**src/rtl/i2c_pkg.sv**
```systemverilog
// Shared I2C definitions: receiver FSM states, bus bit meanings and the default address.
// Used by the target receiver and the master transmitter.
package i2c_pkg;

  typedef enum logic [2:0] {
    StIdle,
    StAddr,
    StAddrAck,
    StData,
    StDataAck,
    StIgnore
  } i2c_state_e;

  localparam logic       I2C_ACK          = 1'b0;
  localparam logic       I2C_NACK         = 1'b1;
  localparam logic       I2C_RW_WRITE     = 1'b0;
  localparam logic [6:0] I2C_DEFAULT_ADDR = 7'h3C;

endpackage

```
**src/rtl/i2c_line_sync.sv**
```systemverilog
// Input conditioning for one I2C line.
// The line passes a synchroniser chain, then an optional stability filter, and rise/fall
// pulses are derived from the cleaned value.
// Build option: I2C_RX_FILTER_EN adds the stability filter, which needs FiltLen identical
// samples before the output changes.
module i2c_line_sync #(
  parameter int unsigned SyncStages = 2,
  parameter int unsigned FiltLen    = 3
) (
  input  logic clock_i,
  input  logic reset_i,
  input  logic line_i,
  output logic line_o,
  output logic rise_o,
  output logic fall_o
);

  logic [SyncStages-1:0] sync_q;
  logic                  synced;
  logic                  clean;
  logic                  prev_q;

  // Synchroniser chain; resets to the idle-high bus level.
  always_ff @(posedge clock_i) begin
    if (reset_i) begin
      sync_q <= '1;
    end else begin
      sync_q <= {sync_q[SyncStages-2:0], line_i};
    end
  end

  assign synced = sync_q[SyncStages-1];

`ifdef I2C_RX_FILTER_EN
  localparam int unsigned CntW = $clog2(FiltLen + 1);

  logic [CntW-1:0] cnt_q, cnt_d;
  logic            filt_q, filt_d;

  // Count consecutive samples that disagree with the output; flip only after FiltLen of them.
  always_comb begin
    filt_d = filt_q;
    cnt_d  = '0;
    if (synced != filt_q) begin
      if (cnt_q == CntW'(FiltLen - 1)) begin
        filt_d = synced;
      end else begin
        cnt_d = cnt_q + 1'b1;
      end
    end
  end

  // Filter state register.
  always_ff @(posedge clock_i) begin
    if (reset_i) begin
      filt_q <= 1'b1;
      cnt_q  <= '0;
    end else begin
      filt_q <= filt_d;
      cnt_q  <= cnt_d;
    end
  end

  assign clean = filt_q;
`else
  logic [31:0] unused_filt_len;
  assign unused_filt_len = FiltLen;
  assign clean           = synced;
`endif

  // Previous cleaned value for edge detection.
  always_ff @(posedge clock_i) begin
    if (reset_i) begin
      prev_q <= 1'b1;
    end else begin
      prev_q <= clean;
    end
  end

  assign line_o = clean;
  assign rise_o = clean & ~prev_q;
  assign fall_o = ~clean & prev_q;

endmodule

```
**src/rtl/i2c_target_rx.sv**
```systemverilog
// I2C target receiver.
// It oversamples scl/sda, detects START/STOP, matches a 7-bit write address and ACKs the
// address and data bytes. Each data byte is presented with a one-cycle strobe.
// Build option: I2C_RX_FILTER_EN enables spike filtering on both input lines.
module i2c_target_rx
  import i2c_pkg::*;
#(
  parameter logic [6:0]  ADDR        = I2C_DEFAULT_ADDR,
  parameter int unsigned SYNC_STAGES = 2,
  parameter int unsigned FILT_LEN    = 3
) (
  input  logic       clock_i,
  input  logic       reset_i,
  input  logic       scl_i,
  input  logic       sda_i,
  output logic       sda_oe_o,
  output logic [7:0] rx_data_o,
  output logic       rx_valid_o,
  output logic       rx_first_o,
  output logic       busy_o,
  output logic       trouble_o
);

  logic scl_s, scl_rise, scl_fall;
  logic sda_s, sda_rise, sda_fall;

  i2c_line_sync #(.SyncStages(SYNC_STAGES), .FiltLen(FILT_LEN)) u_scl_sync (
    .clock_i (clock_i),
    .reset_i (reset_i),
    .line_i  (scl_i),
    .line_o  (scl_s),
    .rise_o  (scl_rise),
    .fall_o  (scl_fall)
  );

  i2c_line_sync #(.SyncStages(SYNC_STAGES), .FiltLen(FILT_LEN)) u_sda_sync (
    .clock_i (clock_i),
    .reset_i (reset_i),
    .line_i  (sda_i),
    .line_o  (sda_s),
    .rise_o  (sda_rise),
    .fall_o  (sda_fall)
  );

  i2c_state_e state_q, state_d;
  logic [2:0] bit_cnt_q, bit_cnt_d;
  logic [7:0] shift_q, shift_d;
  logic [7:0] rx_data_q, rx_data_d;
  logic       byte_done_q, byte_done_d;
  logic       high_q, high_d;
  logic       first_arm_q, first_arm_d;
  logic       rx_valid_q, rx_valid_d;
  logic       rx_first_q, rx_first_d;
  logic       busy_q, busy_d;
  logic       trouble_q, trouble_d;
  logic       sda_oe_q, sda_oe_d;

  logic start_det, stop_det, partial, addr_match;

  assign start_det  = sda_fall & scl_s;
  assign stop_det   = sda_rise & scl_s;
  assign addr_match = (shift_q[7:1] == ADDR) && (shift_q[0] == I2C_RW_WRITE);

  // A START/STOP rides on an scl high phase that already bumped bit_cnt, so that provisional
  // bit is not counted. A count wrapped to 0 after the 8th bit is a complete byte.
  assign partial = ((state_q == StAddr) || (state_q == StData)) &&
                   ((bit_cnt_q > 3'd1) || ((bit_cnt_q == 3'd1) && !high_q));

  // Next-state and output logic; STOP beats START beats per-state bit handling.
  always_comb begin
    state_d     = state_q;
    bit_cnt_d   = bit_cnt_q;
    shift_d     = shift_q;
    rx_data_d   = rx_data_q;
    byte_done_d = byte_done_q;
    high_d      = high_q;
    first_arm_d = first_arm_q;
    rx_valid_d  = 1'b0;
    rx_first_d  = 1'b0;
    busy_d      = busy_q;
    trouble_d   = 1'b0;
    sda_oe_d    = sda_oe_q;

    if (stop_det || start_det) begin
      state_d     = stop_det ? StIdle : StAddr;
      busy_d      = ~stop_det;
      sda_oe_d    = 1'b0;
      bit_cnt_d   = '0;
      byte_done_d = 1'b0;
      high_d      = 1'b0;
      first_arm_d = 1'b0;
      trouble_d   = partial;
    end else begin
      if (((state_q == StAddr) || (state_q == StData)) && scl_rise) begin
        shift_d   = {shift_q[6:0], sda_s};
        bit_cnt_d = bit_cnt_q + 3'd1;
        high_d    = 1'b1;
        if (bit_cnt_q == 3'd7) begin
          byte_done_d = 1'b1;
        end
      end
      unique case (state_q)
        StAddr: begin
          if (scl_fall) begin
            high_d = 1'b0;
            if (byte_done_q) begin
              byte_done_d = 1'b0;
              state_d     = addr_match ? StAddrAck : StIgnore;
              sda_oe_d    = addr_match;
            end
          end
        end
        StData: begin
          if (scl_fall) begin
            high_d = 1'b0;
            if (byte_done_q) begin
              byte_done_d = 1'b0;
              state_d     = StDataAck;
              sda_oe_d    = 1'b1;
              rx_valid_d  = 1'b1;
              rx_data_d   = shift_q;
              rx_first_d  = first_arm_q;
              first_arm_d = 1'b0;
            end
          end
        end
        StAddrAck: begin
          if (scl_fall) begin
            state_d     = StData;
            sda_oe_d    = 1'b0;
            first_arm_d = 1'b1;
          end
        end
        StDataAck: begin
          if (scl_fall) begin
            state_d  = StData;
            sda_oe_d = 1'b0;
          end
        end
        StIdle, StIgnore: begin
          sda_oe_d = 1'b0;
        end
        default: begin
          state_d  = StIdle;
          sda_oe_d = 1'b0;
        end
      endcase
    end
  end

  // State register with synchronous reset.
  always_ff @(posedge clock_i) begin
    if (reset_i) begin
      state_q     <= StIdle;
      bit_cnt_q   <= '0;
      shift_q     <= '0;
      rx_data_q   <= '0;
      byte_done_q <= 1'b0;
      high_q      <= 1'b0;
      first_arm_q <= 1'b0;
      rx_valid_q  <= 1'b0;
      rx_first_q  <= 1'b0;
      busy_q      <= 1'b0;
      trouble_q   <= 1'b0;
      sda_oe_q    <= 1'b0;
    end else begin
      state_q     <= state_d;
      bit_cnt_q   <= bit_cnt_d;
      shift_q     <= shift_d;
      rx_data_q   <= rx_data_d;
      byte_done_q <= byte_done_d;
      high_q      <= high_d;
      first_arm_q <= first_arm_d;
      rx_valid_q  <= rx_valid_d;
      rx_first_q  <= rx_first_d;
      busy_q      <= busy_d;
      trouble_q   <= trouble_d;
      sda_oe_q    <= sda_oe_d;
    end
  end

  assign sda_oe_o   = sda_oe_q;
  assign rx_data_o  = rx_data_q;
  assign rx_valid_o = rx_valid_q;
  assign rx_first_o = rx_first_q;
  assign busy_o     = busy_q;
  assign trouble_o  = trouble_q;

endmodule

```
**config.mk**
```make
export PLATFORM = sky130hd
export DESIGN_NAME = i2c_target_rx
export DESIGN_NICKNAME = d
export VERILOG_FILES = /design/src/rtl/i2c_pkg.sv /design/src/rtl/i2c_line_sync.sv /design/src/rtl/i2c_target_rx.sv
export SDC_FILE = /design/constraint.sdc
export NUM_CORES = 1
export LEC_CHECK = 0
export BUFFER_PORTS_ARGS = -buffer_cell sky130_fd_sc_hd__buf_2
export CORE_ASPECT_RATIO = 1.2
export CORE_MARGIN = 5
export CORE_UTILIZATION = 45
export DETAILED_ROUTE_END_ITERATION = 12
export GPL_TIMING_DRIVEN = 1
export HOLD_SLACK_MARGIN = 0.1
export PLACE_DENSITY = 0.62
export SYNTH_ARGS = -nofsm -noshare
export SYNTH_HDL_FRONTEND = slang
export SYNTH_SLANG_ARGS = --single-unit
```
**constraint.sdc**
```tcl
create_clock -name clock_i -period 1.95 [get_ports clock_i]
set_clock_uncertainty 0.1 [all_clocks]
set_input_delay 0.2925 -clock clock_i [delete_from_list [all_inputs] [get_ports clock_i]]
set_output_delay 0.2925 -clock clock_i [all_outputs]
set_load 0.005 [all_outputs]
```
## Word level (Yosys, flattened, before mapping)

Index checks and enable logic that the tools add are counted.

- Word-level logic and storage cells: 104
- Output and inout port bits: 13
- Bits in registers: 36
- Bits of input ports: 4

- Bitwise gates (word level): 16
- Equality and inequality tests: 20
- Add/sub/neg operators: 1
- Reduce and logical (&&, ||, !) cells: 22
- Mux-type cells: 28
- Order comparisons: 1

Operator list:

| operator | number |
|---|---|
| $mux W3 | 7 |
| $mux W1 | 18 |
| $ne A2 B2 Y1 const B | 6 |
| $ne A3 B3 Y1 const B | 4 |
| $pmux W3 S4 | 1 |
| $not A1 Y1 | 10 |
| $reduce_or A2 Y1 | 5 |
| $eq A3 B3 Y1 const B | 3 |
| $reduce_and A4 Y1 | 2 |
| $eq A7 B6 Y1 const B | 1 |
| $and A1 B1 Y1 | 6 |
| $eq A3 B1 Y1 const B | 2 |
| $eq A3 B2 Y1 const B | 2 |
| $reduce_and A6 Y1 | 1 |
| $reduce_and A5 Y1 | 1 |
| $reduce_or A5 Y1 | 1 |
| $logic_and A1 B1 Y1 | 4 |
| $reduce_or A4 Y1 | 1 |
| $add A3 B1 Y3 const B | 1 |
| $gt A3 B1 Y1 const B | 1 |
| $logic_not A3 Y1 | 1 |
| $logic_or A1 B1 Y1 | 3 |
| $ne A3 B1 Y1 const B | 1 |
| $pmux W1 S3 | 1 |
| 5 further kinds | 5 |

## Depth between registers and ports, before layout

- Depth after elaboration: 7
- Gate-level depth with buffers: 6
- Mapped depth without buffers: 5

## By module

From an unflattened synthesis, not the netlist that was laid out.

- Cell total of the unflattened synthesis: 159
- Area total of the unflattened synthesis: 1507.7 um^2

Modules (own cells, without submodules):

| module | seq. area each (um^2) | area an instance (um^2) | cells each | instances |
|---|---|---|---|---|
| i2c_target_rx | 600.6 | 1322.5 | 143 | 1 |
| i2c_line_sync | 60.1 | 92.6 | 8 | 2 |

## Worst setup path after synthesis

Ideal clock, no wire load.

- Kind: reg2reg
- Start point: register u_scl_sync.prev_q
- End point: register shift_q[1]
- Cell stages (with the launch flop): 7
- Buffers on the path: 2
- Data required time: 1.722 ns
- Data arrival time: 1.161 ns
- Clock period less this slack: 1.389 ns
- Setup time: 0.128 ns
- Setup slack: 0.561 ns
- Cell sequence: dfxtp_1 -> and4bb_1 -> buf_4 -> nand2b_1 -> buf_6 -> mux2i_1 -> nor2_1

- Longest elaborated chain between the ends: 4

Ends and longest elaborated chain:

| what | line | source |
|---|---|---|
| from (decl) | i2c_line_sync.sv:21 | `logic prev_q;` |
| from (signal assigned) | i2c_line_sync.sv:76 | `prev_q <= clean;` |
| $not A1 Y1 | i2c_line_sync.sv:81 | `assign rise_o = clean & ~prev_q;` |
| $and A1 B1 Y1 | i2c_line_sync.sv:81 |  |
| $logic_and A1 B1 Y1 | i2c_target_rx.sv:94 | `if (((state_q == StAddr) \|\| (state_q == StData)) && scl_rise) begin` |
| $reduce_and A2 Y1 (no source line) | n/a |  |
| to (signal assigned) | i2c_target_rx.sv:169 | `shift_q <= shift_d;` |
| to (decl) | i2c_target_rx.sv:47 | `logic [7:0] shift_q, shift_d;` |

No other way between the ends.
A chain may end at the register's enable or synchronous reset.

## Worst setup path after layout

- Start point: register state_q[0]
- End point: register state_q[0]

- Longest elaborated chain between the ends: 4
- Elaborated cells between the ends (all ways): 17
- Classes of those cells: eq/ne (11); mux (2); reduce/logical (4)

Ends and longest elaborated chain:

| what | line | source |
|---|---|---|
| from (decl) | i2c_target_rx.sv:45 | `i2c_state_e state_q, state_d;` |
| from (signal assigned) | i2c_target_rx.sv:154 | `state_q <= StIdle;` |
| from (signal assigned) | i2c_target_rx.sv:167 | `state_q <= state_d;` |
| $eq A3 B3 Y1 (tied with other cells) | i2c_target_rx.sv:102 | `unique case (state_q)` |
| $reduce_or A2 Y1, on equally long branches | n/a |  |
| $ne A3 B1 Y1 (no source line) (tied with other cells) | n/a |  |
| $reduce_and A6 Y1 (no source line) / $mux W3 (equally long branches) | n/a |  |

Several ways; a longest one is shown, not always the timed one.

==> results.yml <==
power_and_ir_drop:
  p_per_area_mw_per_mm2: 738
  p_leak_nw: 0.758
  clkPwrFrac_pct: 37.0
  power_switching_mw: 0.291
  pwr-share-seq_pct: 57.8
  intPower_mw: 1.02
  swShare_pct: 22.2
  comb_power_share_pct: 5.3
  peakVddDrop_uv: 579
cts:
  cts_tree: "yes"
  clock_path_buffers: 2
  clkTransAtPathRegs_ns: 0.07
  numCtsBuffers: 5
  cts-root-buf: "clkbuf_8"
  clock_latency_ns: 0.28
  cts_sinks: 36
  h-tree-depth: 2
  cts_setup_buffers: 0
sta:
  setup_tns_ns: 0
  slew_headroom_pct: 75.3
  hold_viol_final: 0
  worst_pin_slew_ns: 0.370
  rsz0062_at_grt: "no"
  drv_slew: 0
  fin_crit_ns: 1.76
  finalCritPeriodShare_pct: 90.0
  finalHoldWorstSlack_ns: 0.191
  max_clock_freq_ghz: 0.570
  finalSetupViolCount: 0
floorplanning:
  io_pins: 17
  fp.dieH_um: 74.9
  fp.dieW_um: 64.1
  num_rows: 23
  core_area_mm2: 0.00337
  start_util_pct: 46.9
  dieArea_mm2: 0.00480
drt:
  totalWireLength_um: 2910
  first_iter_violations: 38
  viasPerCell: 5.27
  num_vias: 1160
  wl_per_cell_um: 13.2
  first_pass_iters: 4
  drc: 0
  ant_nets: 0
layout:
  postLayoutCellArea_mm2: 0.00177
  fin_util_pct: 52.6
  fill_cells: 322
  area_growth_pct: 12.1
  n_antenna_cell: 0
  drive_above_1_share_pct: 21.9
  fin_nets: 190
logic_synthesis:
  synth_edf_count: 0
  synthAdderAreaFrac_pct: 2.38
  synth_top_family_by_area: "simple AND/OR/NAND/NOR gates"
  synthArstFlopShare_pct: 0
  synth-seq-cells: 36
  synth-simple-area-share_pct: 20.0
  yosys.area_share.xor_xnor_pct: 2.14
  synthMuxAreaShare_pct: 10.8
  syn_area_mm2: 0.00158
  syn_area_per_cell_um2: 9.69
  syn_inst: 163
  ys.flop_type: "dfxtp_1"
  synth_cell_types: 44
  synth-compound-area-share_pct: 14.0
  ys_warn_count: 0
  ys_seq_area_share_pct: 45.6
  syn_nets: 170
setup_path:
  critPathTopFamily: "compound AO/OA/AOI/OAI gates"
  path_cells: "nor2b_2 -> a2bb2oi_1 -> o211a_1 -> a2111oi_2"
  crit_type: "reg2reg"
  crit_path_end_kind: "flop"
  rrSetupSlack_ns: 0.19
  crit_path_max_fanout: 12
  r2r_start: "state_q[0]"
  cp-startpoint: "state_q[0]"
  crit_path_max_incr_delay_ns: 0.54
  critPathBufInv: 0
  cp.arrival_ns: 1.84
  crit_required_ns: 2.03
  cp_slowest_cell: "dfxtp_1"
  cp-start-kind: "flop"
placed_design:
  gp_congestion: 0.879
  port_buffers: 16
  place_area_mm2: 0.00167
  dp_hpwl_um: 2070
grt:
  overflow: 0
  grt_use_total_pct: 13.4
  grt_max_degree: 19
  antenna_found_initial: 0
  grt_pass1_wl_um: 5090
  first_global_vias: 1157
min_path:
  min-delay-start: "reset_i"
  hold_class: "in2reg"
outcome:
  status: "completed"
run:
  max_cap_viol_count: 0
==> cell families after synthesis <==
logic type | after synthesis
buf+inv | 13
fa+ha+maj | 3
flops | 36
xor+xnor | 3
compound gates | 32
mux | 17
simple gates | 59
==> per-stage QoR <==
stage | total power, mW | setup slack, ns | instances
6_report | 1.31 | 0.195 | 220
5_1_grt | 1.37 | 0.0114 | 220
4_1_cts | 1.33 | 0.201 | 220
3_5_place_dp | 0.838 | 0.208 | 211
3_3_place_gp | 0.835 | 0.314 | 211
2_1_floorplan | 0.824 | 0.561 | 163
==> cell type report <==
cell class / instances / area [um^2] / share of cell area, %
Timing Repair Buffer: 23 / 138 / 7.77
Clock buffer: 6 / 72.6 / 4.10
Clock inverter: 1 / 5.00 / 0.282
Tap cell: 37 / 46.3 / 2.61
Multi-Input combinational cell: 114 / 778 / 43.9
Inverter: 3 / 11.3 / 0.636
Sequential cell: 36 / 721 / 40.7
==> power groups by stage <==
stage          clock, mW  sequential (mW)  combinational (mW)
4_1_cts            0.505            0.755              0.0689
5_1_grt            0.540            0.757              0.0756
6_report           0.484            0.756              0.0687
3_5_place_dp           0            0.772              0.0656
2_1_floorplan          0            0.766              0.0577
3_3_place_gp           0            0.771              0.0641
==> synthesized netlist by cell type, types with 2 or more instances <==
library cell  number  area [um^2]
a21oi_1            9         45.0
a2bb2oi_1          2         17.5
a31oi_1            2         12.5
and2_1             2         12.5
buf_2              2         10.0
buf_4              2         15.0
buf_6              3         33.8
clkbuf_1           3         11.3
dfxtp_1           36          721
ha_1               3         37.5
inv_1              2         7.51
mux2i_1           17          170
nand2_1            7         26.3
nand2b_1           4         25.0
nand3_1            2         10.0
nor2_1            24         90.1
nor2b_1            4         25.0
nor3_1             2         10.0
o21a_1             2         15.0
o21ai_0            3         15.0
o22ai_1            2         12.5
o31ai_1            2         15.0
or2_2              6         37.5
xnor2_1            2         17.5
==> final timing paths <==
path                          end  cells past startpoint
max                    state_q[0]                      4
min                        busy_o                      2
max reg2reg            state_q[0]                      4
min reg2reg  u_scl_sync.sync_q[1]                      1
==> cells in the final DEF (no fill, tap or decap), types with 3 or more instances in the layout <==
cell type and instances:
dfxtp_1 36, nor2_1 24, mux2i_1 17, buf_2 16, a21oi_1 9, nand2_1 7
or2_2 6, clkbuf_8 5, buf_4 5, nand2b_1 4, nor2b_1 4, o21ai_0 3
ha_1 3
==> state kept, by name, summed over array words and instances, names as in the netlist <==
signal / count
first_arm_q: 1
byte_done_q: 1
sda_oe_o: 1
u_sda_sync.sync_q: 2
shift_q: 8
u_scl_sync.sync_q: 2
high_q: 1
trouble_o: 1
rx_valid_o: 1
rx_first_o: 1
state_q: 3
u_scl_sync.prev_q: 1
u_sda_sync.prev_q: 1
rx_data_o: 8
bit_cnt_q: 3
busy_o: 1
==> worst register-to-register path, cell delays in order (launching register included) <==
cell	delay, ns
dfxtp_1	0.54
nor2b_2	0.36
a2bb2oi_1	0.14
o211a_1	0.24
a2111oi_2	0.27
==> repair_timing <==
item / 4_1_cts / 5_1_grt
endpoints found under the hold margin: 2 / 0
hold buffers: 2 / 0
gates resized for setup: 0 / 0
==> layer usage <==
layer | wire length, um | GRT usage (%)
met2 | 1350 | 21.3
met5 | 0 | 0
met3 | 100 | 4.03
met4 | 52 | 7.01
met1 | 1410 | 16.6
No activity file was read; power rests on OpenSTA's default activity.
